## config.mk

```make
export PLATFORM = sky130hd
export DESIGN_NAME = spi_slave_rx_syncfifo_flat
export DESIGN_NICKNAME = d
export VERILOG_FILES = /design/src/rtl/spi_slave_pkg.sv /design/src/rtl/spi_slave_rx_syncfifo_if.sv /design/src/rtl/spi_slave_rx_syncfifo.sv /design/src/flat_wrapper.sv
export SDC_FILE = /design/constraint.sdc
export NUM_CORES = 1
export LEC_CHECK = 0
export BUFFER_PORTS_ARGS = -buffer_cell sky130_fd_sc_hd__buf_4
export CAP_MARGIN = 0
export CORE_ASPECT_RATIO = 1.4
export CORE_UTILIZATION = 40
export CTS_BUF_LIST = sky130_fd_sc_hd__clkbuf_4 sky130_fd_sc_hd__clkbuf_8 sky130_fd_sc_hd__clkbuf_16
export CTS_CLUSTER_SIZE = 28
export DETAILED_ROUTE_END_ITERATION = 12
export HOLD_SLACK_MARGIN = 0.02
export PLACE_DENSITY = 0.66
export SYNTH_ARGS = -nofsm -noshare
export SYNTH_HDL_FRONTEND = slang
export SYNTH_SLANG_ARGS = --single-unit
```

## constraint.sdc

```tcl
create_clock -name axi_aclk -period 5.2 [get_ports axi_aclk]
set_input_delay 0.26 -clock axi_aclk [delete_from_list [all_inputs] [get_ports axi_aclk]]
set_output_delay 0.26 -clock axi_aclk [all_outputs]
set_load 0.01 [all_outputs]
```

## src/rtl/spi_slave_pkg.sv

```systemverilog
// Shared SPI slave definitions: default receive-path sizing and command opcodes.
package spi_slave_pkg;

    localparam int SPI_DATA_WIDTH   = 32;
    localparam int SPI_RX_DEPTH     = 8;
    localparam int SPI_AFULL_MARGIN = 2;

    typedef enum logic [7:0] {
        SPI_CMD_NOP    = 8'h00,
        SPI_CMD_WRITE  = 8'h02,
        SPI_CMD_READ   = 8'h03,
        SPI_CMD_STATUS = 8'h05
    } spi_cmd_e;

    // Even parity over a command byte, used by the command decoder.
    function automatic logic spi_cmd_parity(input logic [7:0] cmd);
        return ^cmd;
    endfunction

endpackage

```

## src/rtl/spi_slave_rx_syncfifo_if.sv

```systemverilog
// Receive FIFO handshake bundle: SPI receive side in, AXI master plug side out.
interface spi_slave_rx_syncfifo_if
    import spi_slave_pkg::*;
#(
    parameter int DATA_WIDTH   = SPI_DATA_WIDTH,
    parameter int BUFFER_DEPTH = SPI_RX_DEPTH
);
    localparam int CNT_W = $clog2(BUFFER_DEPTH) + 1;

    logic [DATA_WIDTH-1:0] data_in;
    logic                  valid_in;
    logic                  ready_out;
    logic [DATA_WIDTH-1:0] data_out;
    logic                  valid_out;
    logic                  ready_in;
    logic [CNT_W-1:0]      elements;
    logic                  almost_full;

    modport slave (
        input  data_in, valid_in, ready_in,
        output ready_out, data_out, valid_out, elements, almost_full
    );

    modport master (
        output data_in, valid_in, ready_in,
        input  ready_out, data_out, valid_out, elements, almost_full
    );

endinterface

```

## src/rtl/spi_slave_rx_syncfifo.sv

```systemverilog
// Single-clock receive FIFO between the SPI shift logic and the AXI master plug.
// Occupancy counter is the only control state; flush clears it synchronously.
module spi_slave_rx_syncfifo
    import spi_slave_pkg::*;
#(
    parameter int DATA_WIDTH   = SPI_DATA_WIDTH,
    parameter int BUFFER_DEPTH = SPI_RX_DEPTH,
    parameter int AFULL_MARGIN = SPI_AFULL_MARGIN
)(
    input  logic axi_aclk,
    input  logic axi_aresetn,
    input  logic flush,
    spi_slave_rx_syncfifo_if.slave fifo_if
);

    localparam int PTR_W     = $clog2(BUFFER_DEPTH);
    localparam int CNT_W     = PTR_W + 1;
    localparam int AFULL_THR = BUFFER_DEPTH - AFULL_MARGIN;

    localparam logic [PTR_W-1:0] PTR_ONE  = PTR_W'(1);
    localparam logic [CNT_W-1:0] CNT_ONE  = CNT_W'(1);
    localparam logic [CNT_W-1:0] CNT_ZERO = CNT_W'(0);
    localparam logic [CNT_W-1:0] CNT_FULL = CNT_W'(BUFFER_DEPTH);

    logic [DATA_WIDTH-1:0] r_mem [BUFFER_DEPTH];
    logic [PTR_W-1:0]      r_wr_ptr;
    logic [PTR_W-1:0]      r_rd_ptr;
    logic [CNT_W-1:0]      r_elements;

    logic w_ready_out;
    logic w_valid_out;
    logic w_push;
    logic w_pop;

    // Handshake decode from the registered occupancy only.
    always_comb begin
        w_ready_out = (r_elements != CNT_FULL);
        w_valid_out = (r_elements != CNT_ZERO);
        w_push      = fifo_if.valid_in & w_ready_out;
        w_pop       = w_valid_out & fifo_if.ready_in;
    end

    // Storage array, intentionally without reset.
    always_ff @(posedge axi_aclk) begin
        if (w_push) begin
            r_mem[r_wr_ptr] <= fifo_if.data_in;
        end
    end

    // Pointers and occupancy; flush overrides any push or pop.
    always_ff @(posedge axi_aclk or negedge axi_aresetn) begin
        if (!axi_aresetn) begin
            r_wr_ptr   <= '0;
            r_rd_ptr   <= '0;
            r_elements <= CNT_ZERO;
        end else if (flush) begin
            r_wr_ptr   <= '0;
            r_rd_ptr   <= '0;
            r_elements <= CNT_ZERO;
        end else begin
            if (w_push) begin
                r_wr_ptr <= r_wr_ptr + PTR_ONE;
            end
            if (w_pop) begin
                r_rd_ptr <= r_rd_ptr + PTR_ONE;
            end
            case ({w_push, w_pop})
                2'b10:   r_elements <= r_elements + CNT_ONE;
                2'b01:   r_elements <= r_elements - CNT_ONE;
                default: r_elements <= r_elements;
            endcase
        end
    end

    assign fifo_if.ready_out   = w_ready_out;
    assign fifo_if.valid_out   = w_valid_out;
    assign fifo_if.data_out    = r_mem[r_rd_ptr];
    assign fifo_if.elements    = r_elements;
    assign fifo_if.almost_full = (int'(r_elements) >= AFULL_THR);

endmodule

```

## src/flat_wrapper.sv

```systemverilog
// flat-port wrapper written by rule: the top's interface ports become plain ports
module spi_slave_rx_syncfifo_flat import spi_slave_pkg::*;
#(
    parameter int DATA_WIDTH   = SPI_DATA_WIDTH,
    parameter int BUFFER_DEPTH = SPI_RX_DEPTH,
    parameter int AFULL_MARGIN = SPI_AFULL_MARGIN
)
  (axi_aclk, axi_aresetn, flush, fifo_if_data_in, fifo_if_valid_in, fifo_if_ready_in, fifo_if_ready_out, fifo_if_data_out, fifo_if_valid_out, fifo_if_elements, fifo_if_almost_full);
  spi_slave_rx_syncfifo_if #(.DATA_WIDTH(DATA_WIDTH), .BUFFER_DEPTH(BUFFER_DEPTH)) fifo_if_i ();
  input  logic axi_aclk;
  input  logic axi_aresetn;
  input  logic flush;
  input wire logic [$bits(fifo_if_i.data_in)-1:0] fifo_if_data_in;
  input wire logic [$bits(fifo_if_i.valid_in)-1:0] fifo_if_valid_in;
  input wire logic [$bits(fifo_if_i.ready_in)-1:0] fifo_if_ready_in;
  output wire logic [$bits(fifo_if_i.ready_out)-1:0] fifo_if_ready_out;
  output wire logic [$bits(fifo_if_i.data_out)-1:0] fifo_if_data_out;
  output wire logic [$bits(fifo_if_i.valid_out)-1:0] fifo_if_valid_out;
  output wire logic [$bits(fifo_if_i.elements)-1:0] fifo_if_elements;
  output wire logic [$bits(fifo_if_i.almost_full)-1:0] fifo_if_almost_full;
  assign fifo_if_i.data_in = fifo_if_data_in;
  assign fifo_if_i.valid_in = fifo_if_valid_in;
  assign fifo_if_i.ready_in = fifo_if_ready_in;
  assign fifo_if_ready_out = fifo_if_i.ready_out;
  assign fifo_if_data_out = fifo_if_i.data_out;
  assign fifo_if_valid_out = fifo_if_i.valid_out;
  assign fifo_if_elements = fifo_if_i.elements;
  assign fifo_if_almost_full = fifo_if_i.almost_full;
  spi_slave_rx_syncfifo #(.DATA_WIDTH(DATA_WIDTH), .BUFFER_DEPTH(BUFFER_DEPTH), .AFULL_MARGIN(AFULL_MARGIN)) u_core (.axi_aclk(axi_aclk), .axi_aresetn(axi_aresetn), .flush(flush), .fifo_if(fifo_if_i));
endmodule
```

==> out/results.ini, run 1 <==
[status]
status=complete, but fails checks
violations=design-rule violations

[pwr]
p_comb_share_pct=20.4
power.switching_mw=1.38
clkPwrFrac_pct=32.3
power.density_nw_per_um2=448
ir_drop_mv=0.336
switching_share_pct=24.7
p_int_mw=4.19
leakagePower_nw=4.07
p_seq_share_pct=47.4

[logic_synthesis]
ys_seq_area_share_pct=77.4
synth.distinct_cells=35
synthCells=449
synth_top_flop_cell=edfxtp_1
synth_most_common_cell=edfxtp_1
syn_nets=490
synth_warnings=0
yosysTopAreaCell=edfxtp_1
synth_area_leaders=edfxtp_1 75%, mux4_2 14%, mux2_2 3.5%
ys_seq_elements=266
async_flop_share_pct=3.76
avgSynthCellArea_um2=22.9
synth_edf_count=256
syn_area_um2=10300
synth_top_area_share_pct=74.9
synth_commonest_cells=256 x edfxtp_1, 64 x mux4_2, 32 x mux2_2, 14 x nor2_1, 13 x clkbuf_1

[finish]
multiInputGateArea_um2=2270
layout.nets=615
seqCellArea_um2=7940
layout-drive-gt1-share_pct=40.7
areaGrowthSynthToFinish_pct=21.2
diodes=0
final_cell_area_um2=12400
fill_cells=2022

[sta]
hold_viol_final=0
period_needed_ns=3.37
period_share_pct=64.8
clock_skew_ns=0.0160
setup_violations=0
rsz0062_at_grt=false
relSlewSlack_pct=31.4
tightest_slew_ns=1.03
fmax_ghz=0.297
slew_viol_final=0
setup_tns_ns=0

[cts]
holdBufCountCts=34
htreeDepth=1
cts_setup_buffers=0
clk_pin_slew_ns=0.06
clk_latency_ns=0.52
cts_resized=0
clockBufferDepth=3
cts_tree=yes
cts.sinks=266
cts-root-buf=clkbuf_16
cts_made_buffers=26

[setup_path]
cp-start-kind=register
arrival_ns=3.11
rr_worst_depth=7
end_kind=output pin
cp_max_fo=51
crit_required_ns=4.94
path_class=register to output pin

[floorplan]
die_x_um=137
pin_count=76
die-area_um2=26300
die_h_um=192
core_area_um2=25300
num_rows=69
start_util_pct=40.6

[global_routing]
grt_max_degree=52
gr-total-overflow=0
gr-usage-all-layers_pct=15.4
grt_pass1_wl_mm=29.8
antenna_found_initial=1
first_global_vias=5193

[placement]
place.gp.congestion=0.758
io_buffers=75
placed_area_um2=11300
dpl.hpwl_mm=11.3

[detailed_routing]
ant_nets=0
wl_per_cell_um=21.4
first_pass_iters=8
drc_errors=2
drtIter0Drc=380
vias=4809
via_per_inst=5.28
wl_mm=19.5

[hold_path]
hold_class=primary input to register
hold_path_depth=3

[flow_run]
maxCapViolCount=0

[worst paths after layout]
check / startpoint / slack, ns / end
max: u_core.r_rd_ptr[0]$_DFFE_PN0P_ / 1.83 / fifo_if_data_out[0]
min: fifo_if_valid_in / 0.05 / u_core.r_wr_ptr[1]$_DFFE_PN0P_
max reg2reg: u_core.fifo_if.elements[1]$_DFFE_PN0P_ / 2.58 / u_core.fifo_if.elements[3]$_DFFE_PN0P_
min reg2reg: u_core.r_wr_ptr[0]$_DFFE_PN0P_ / 0.58 / u_core.r_wr_ptr[0]$_DFFE_PN0P_
max in group asynchronous: axi_aresetn / 4.94 / u_core.r_rd_ptr[0]$_DFFE_PN0P_
min in group asynchronous: axi_aresetn / 0.10 / u_core.r_rd_ptr[1]$_DFFE_PN0P_
[cells in the final DEF (no fill, tap or decap), drive strengths merged, types with 2 or more instances in the layout]
cell type and count:
clkinvlp 2, nand2 5, buf 86, mux2i 3, ha 4, o21ai 2
or4 2, clkbuf 29, dlygate4sd3 34, nand2b 2, nor3 4, a211oi 2
mux4 64, dfrtp 10, nand3 3, nor2 14, edfxtp 256, xor2 3
clkinv 13, mux2 32, xnor2 2, bufinv 2, a21oi 4
[power by group through the flow]
stage,logic [mW],registers (mW),clock network [mW]
global placement,1.11,2.68,0
floorplan,0.835,2.56,0
global route,1.22,2.67,1.91
CTS,1.16,2.65,1.84
detailed placement,1.13,2.70,0
finish,1.13,2.64,1.80
[cell families after synthesis]
logic type / after synthesis / synth area share [%]
AND/OR/NAND/NOR: 35 / 1.69
buffers and inverters: 24 / 1.02
XOR/XNOR: 5 / 0.427
adder cells (fa/ha/maj): 4 / 0.488
multiplexers: 99 / 17.9
AO/OA/AOI/OAI: 16 / 1.16
flip-flops: 266 / 77.4
[layer usage]
metal	global-route usage, %	wire (um)
met4	4.27	355
met5	0	10
met3	2.09	840
met2	27.7	10500
met1	19.1	7780
[flip-flops by register name, indices dropped and copies added (netlist names)]
name / count
u_core.fifo_if.elements: 4
u_core.r_mem: 256
u_core.r_rd_ptr: 3
u_core.r_wr_ptr: 3
[through the flow]
stage	instances	hold slack (ns)	utilization (%)	total power [mW]	worst slack [ns]
6_report	911	0.0484	49.2	5.57	1.83
5_1_grt	911	0.0592	49.2	5.80	1.59
4_1_cts	911	0.0285	49.2	5.65	1.70
3_5_place_dp	831	0.0985	44.5	3.83	2.27
3_3_place_gp	831	0.0981	44.5	3.80	2.30
2_1_floorplan	449	-0.0356	-	3.39	1.04
[critical path: stages (launching register included)]
cell     delay [ns]
dfrtp_4        1.07
buf_4          0.46
mux4_2         0.55
mux2_2         0.30
buf_4          0.15
[area by class of cell]
class,instances,share of cell area [%]
clock inverter,17,1.10
sequential,266,63.9
inverter,1,0.0302
clock buffer,29,5.55
timing repair buffer,120,7.93
tap,319,3.21
multi-input combinational,159,18.3
Note: power is estimated with default switching activity, not from simulation.
==> run 2, diff against run 1 <==
Clock period 5.2 ns to 3.4 ns, I/O delays scaled along.
==> out/results.ini, run 2 (synthesized netlist as in run 1, its figures left out) <==
[status]
status=completed

[flow_run]
maxCapViolCount=0  ; unchanged

[floorplan]
num_rows=69  ; unchanged
die_x_um=137  ; unchanged
die_h_um=192  ; unchanged
pin_count=76  ; unchanged
core_area_um2=25300  ; unchanged
die-area_um2=26300  ; unchanged
start_util_pct=40.6  ; unchanged

[finish]
largest_reg_flops=256  ; unchanged
areaGrowthSynthToFinish_pct=21.5
regMostFlops=u_core.r_mem
diodes=0  ; unchanged
layout_commonest_cell=edfxtp_1
layout-drive-gt1-share_pct=39.6  ; -1.1 points
layout.nets=616  ; +0.16%
most-common-layout-cells=256 x edfxtp_1, 84 x buf_4, 64 x mux4_2

[placement]
io_buffers=75  ; unchanged
place.gp.congestion=0.783  ; +3.2%
dpl.hpwl_mm=11.8  ; +4.2%

[setup_path]
arrival_ns=2.68  ; -0.43 ns
slowest_stage=dfrtp_4
cp-start-kind=register
crit_top_cell=buf_4
rr_worst_depth=5  ; -2
end_kind=output pin
path_class=register to output pin
cp_max_fo=29  ; -43%
critPathTopFamily=multiplexers
path_depth=4  ; unchanged
cpPeakStageDelay_ns=0.81  ; -0.26 ns
crit_required_ns=3.23  ; -1.71 ns
crit_chain=buf_4, mux4_2, mux2_2, buf_4
cp_num_buf_inv=2  ; unchanged

[sta]
clock_skew_ns=0.00780  ; -0.00821 ns
setup_violations=0  ; unchanged
period_share_pct=83.8
slew_viol_final=0  ; unchanged
period_needed_ns=2.85
rsz0062_at_grt=false
tightest_slew_ns=0.959  ; -0.0695 ns
setup_tns_ns=0  ; unchanged
hold_viol_final=0  ; unchanged
fmax_ghz=0.351
relSlewSlack_pct=36.0  ; +4.6 points

[detailed_routing]
drtIter0Drc=324  ; -15%
wl_mm=19.5  ; +0.30%
drc_errors=0  ; -2
ant_nets=0  ; unchanged
wl_per_cell_um=21.4  ; +0.41%
via_per_inst=5.32  ; +0.86%
first_pass_iters=4  ; -4
vias=4845  ; +0.75%

[cts]
cts.sinks=266  ; unchanged
clk_latency_ns=0.50  ; -0.02 ns
cts_tree=yes
cts_resized=0  ; unchanged
cts-root-buf=clkbuf_16
cts_made_buffers=24  ; -7.7%
clockBufferDepth=3  ; unchanged
htreeDepth=1  ; unchanged
clk_pin_slew_ns=0.06  ; about the same

[hold_path]
hold_class=primary input to register
hold_path_depth=4  ; +1

[pwr]
ir_drop_mv=0.378  ; +13%
power.density_nw_per_um2=680  ; +52%
leakagePower_nw=4.06  ; -0.32%
power_mw=8.47  ; +52%

[global_routing]
gr-total-overflow=0  ; unchanged
grt_pass1_wl_mm=30.5  ; +2.5%
gr-usage-all-layers_pct=15.6  ; +0.23 points
antenna_found_initial=0  ; -1
grt_max_degree=43  ; -17%
first_global_vias=5339  ; +2.8%

==> run 2: cell count changes in the layout (fill, tap and decap cells not counted) <==
cell,previous run,this run
clkinv_1,3,7
buf_12,0,3
clkbuf_16,27,25
clkinvlp_4,2,1
nor3_2,2,0
bufinv_16,2,3
buf_4,86,84
clkbuf_4,2,0
nor3_4,0,2
dlygate4sd3_1,34,36
clkinv_2,10,6
==> run 2: report_power, final <==
group | internal (mW) | switching, mW
clock | 1.55 | 1.10
sequential | 3.77 | 0.204
combinational | 1.07 | 0.778
==> run 2: per-layer routing <==
layer | GRT usage, % | routed length [um] | up-vias
met1 | 19.8 | 7760 | 2559
met4 | 4.23 | 299 | 0
li1 | - | - | 2135
met3 | 2.15 | 825 | 25
met2 | 27.7 | 10600 | 126
met5 | 0 | 0 | -
==> run 2: repair_timing <==
item | CTS | global route
setup buffers | 0 | 0
endpoints found under the hold margin | 276 | 0
hold buffers | 36 | 0
==> run 2: area by class of cell <==
cell class,count,area [um2]
tap,319,399
inverter,1,3.75
clock inverter,17,154
fill,2011,12800
sequential,266,7940
clock buffer,25,626
multi-input combinational,159,2290
timing repair buffer,123,1050
==> run 2: final timing paths <==
check | start | slack [ns] | end
hold reg to reg | u_core.r_wr_ptr[0]$_DFFE_PN0P_ | 0.57 | u_core.r_wr_ptr[0]$_DFFE_PN0P_
hold / removal | fifo_if_ready_in | 0.11 | u_core.r_rd_ptr[0]$_DFFE_PN0P_
min in group asynchronous | axi_aresetn | 0.69 | u_core.fifo_if.elements[2]$_DFFE_PN0P_
max in group asynchronous | axi_aresetn | 2.35 | u_core.r_rd_ptr[0]$_DFFE_PN0P_
setup / recovery | u_core.r_rd_ptr[0]$_DFFE_PN0P_ | 0.55 | fifo_if_data_out[12]
setup reg to reg | u_core.fifo_if.elements[1]$_DFFE_PN0P_ | 0.67 | u_core.r_mem[0][5]$_DFFE_PP_
==> run 2: worst min-delay path, cell delays in order <==
cell and delay [ns]:
buf_4 0.14, o41ai_2 0.11, xor2_1 0.08, nor2_1 0.07
==> run 2: through the flow <==
stage | hold slack (ns) | worst slack (ns) | cell area, um2 | utilization [%] | instances
after global placement | 0.00675 | 0.735 | 11300 | 44.8 | 832
after floorplan | -0.126 | 0.114 | 10300 | - | 449
after global routing | 0.156 | 0.389 | 12500 | 49.3 | 910
after detailed placement | 0.00928 | 0.655 | 11300 | 44.8 | 832
final | 0.110 | 0.552 | 12500 | 49.3 | 910
after CTS | 0.0935 | 0.456 | 12500 | 49.3 | 910
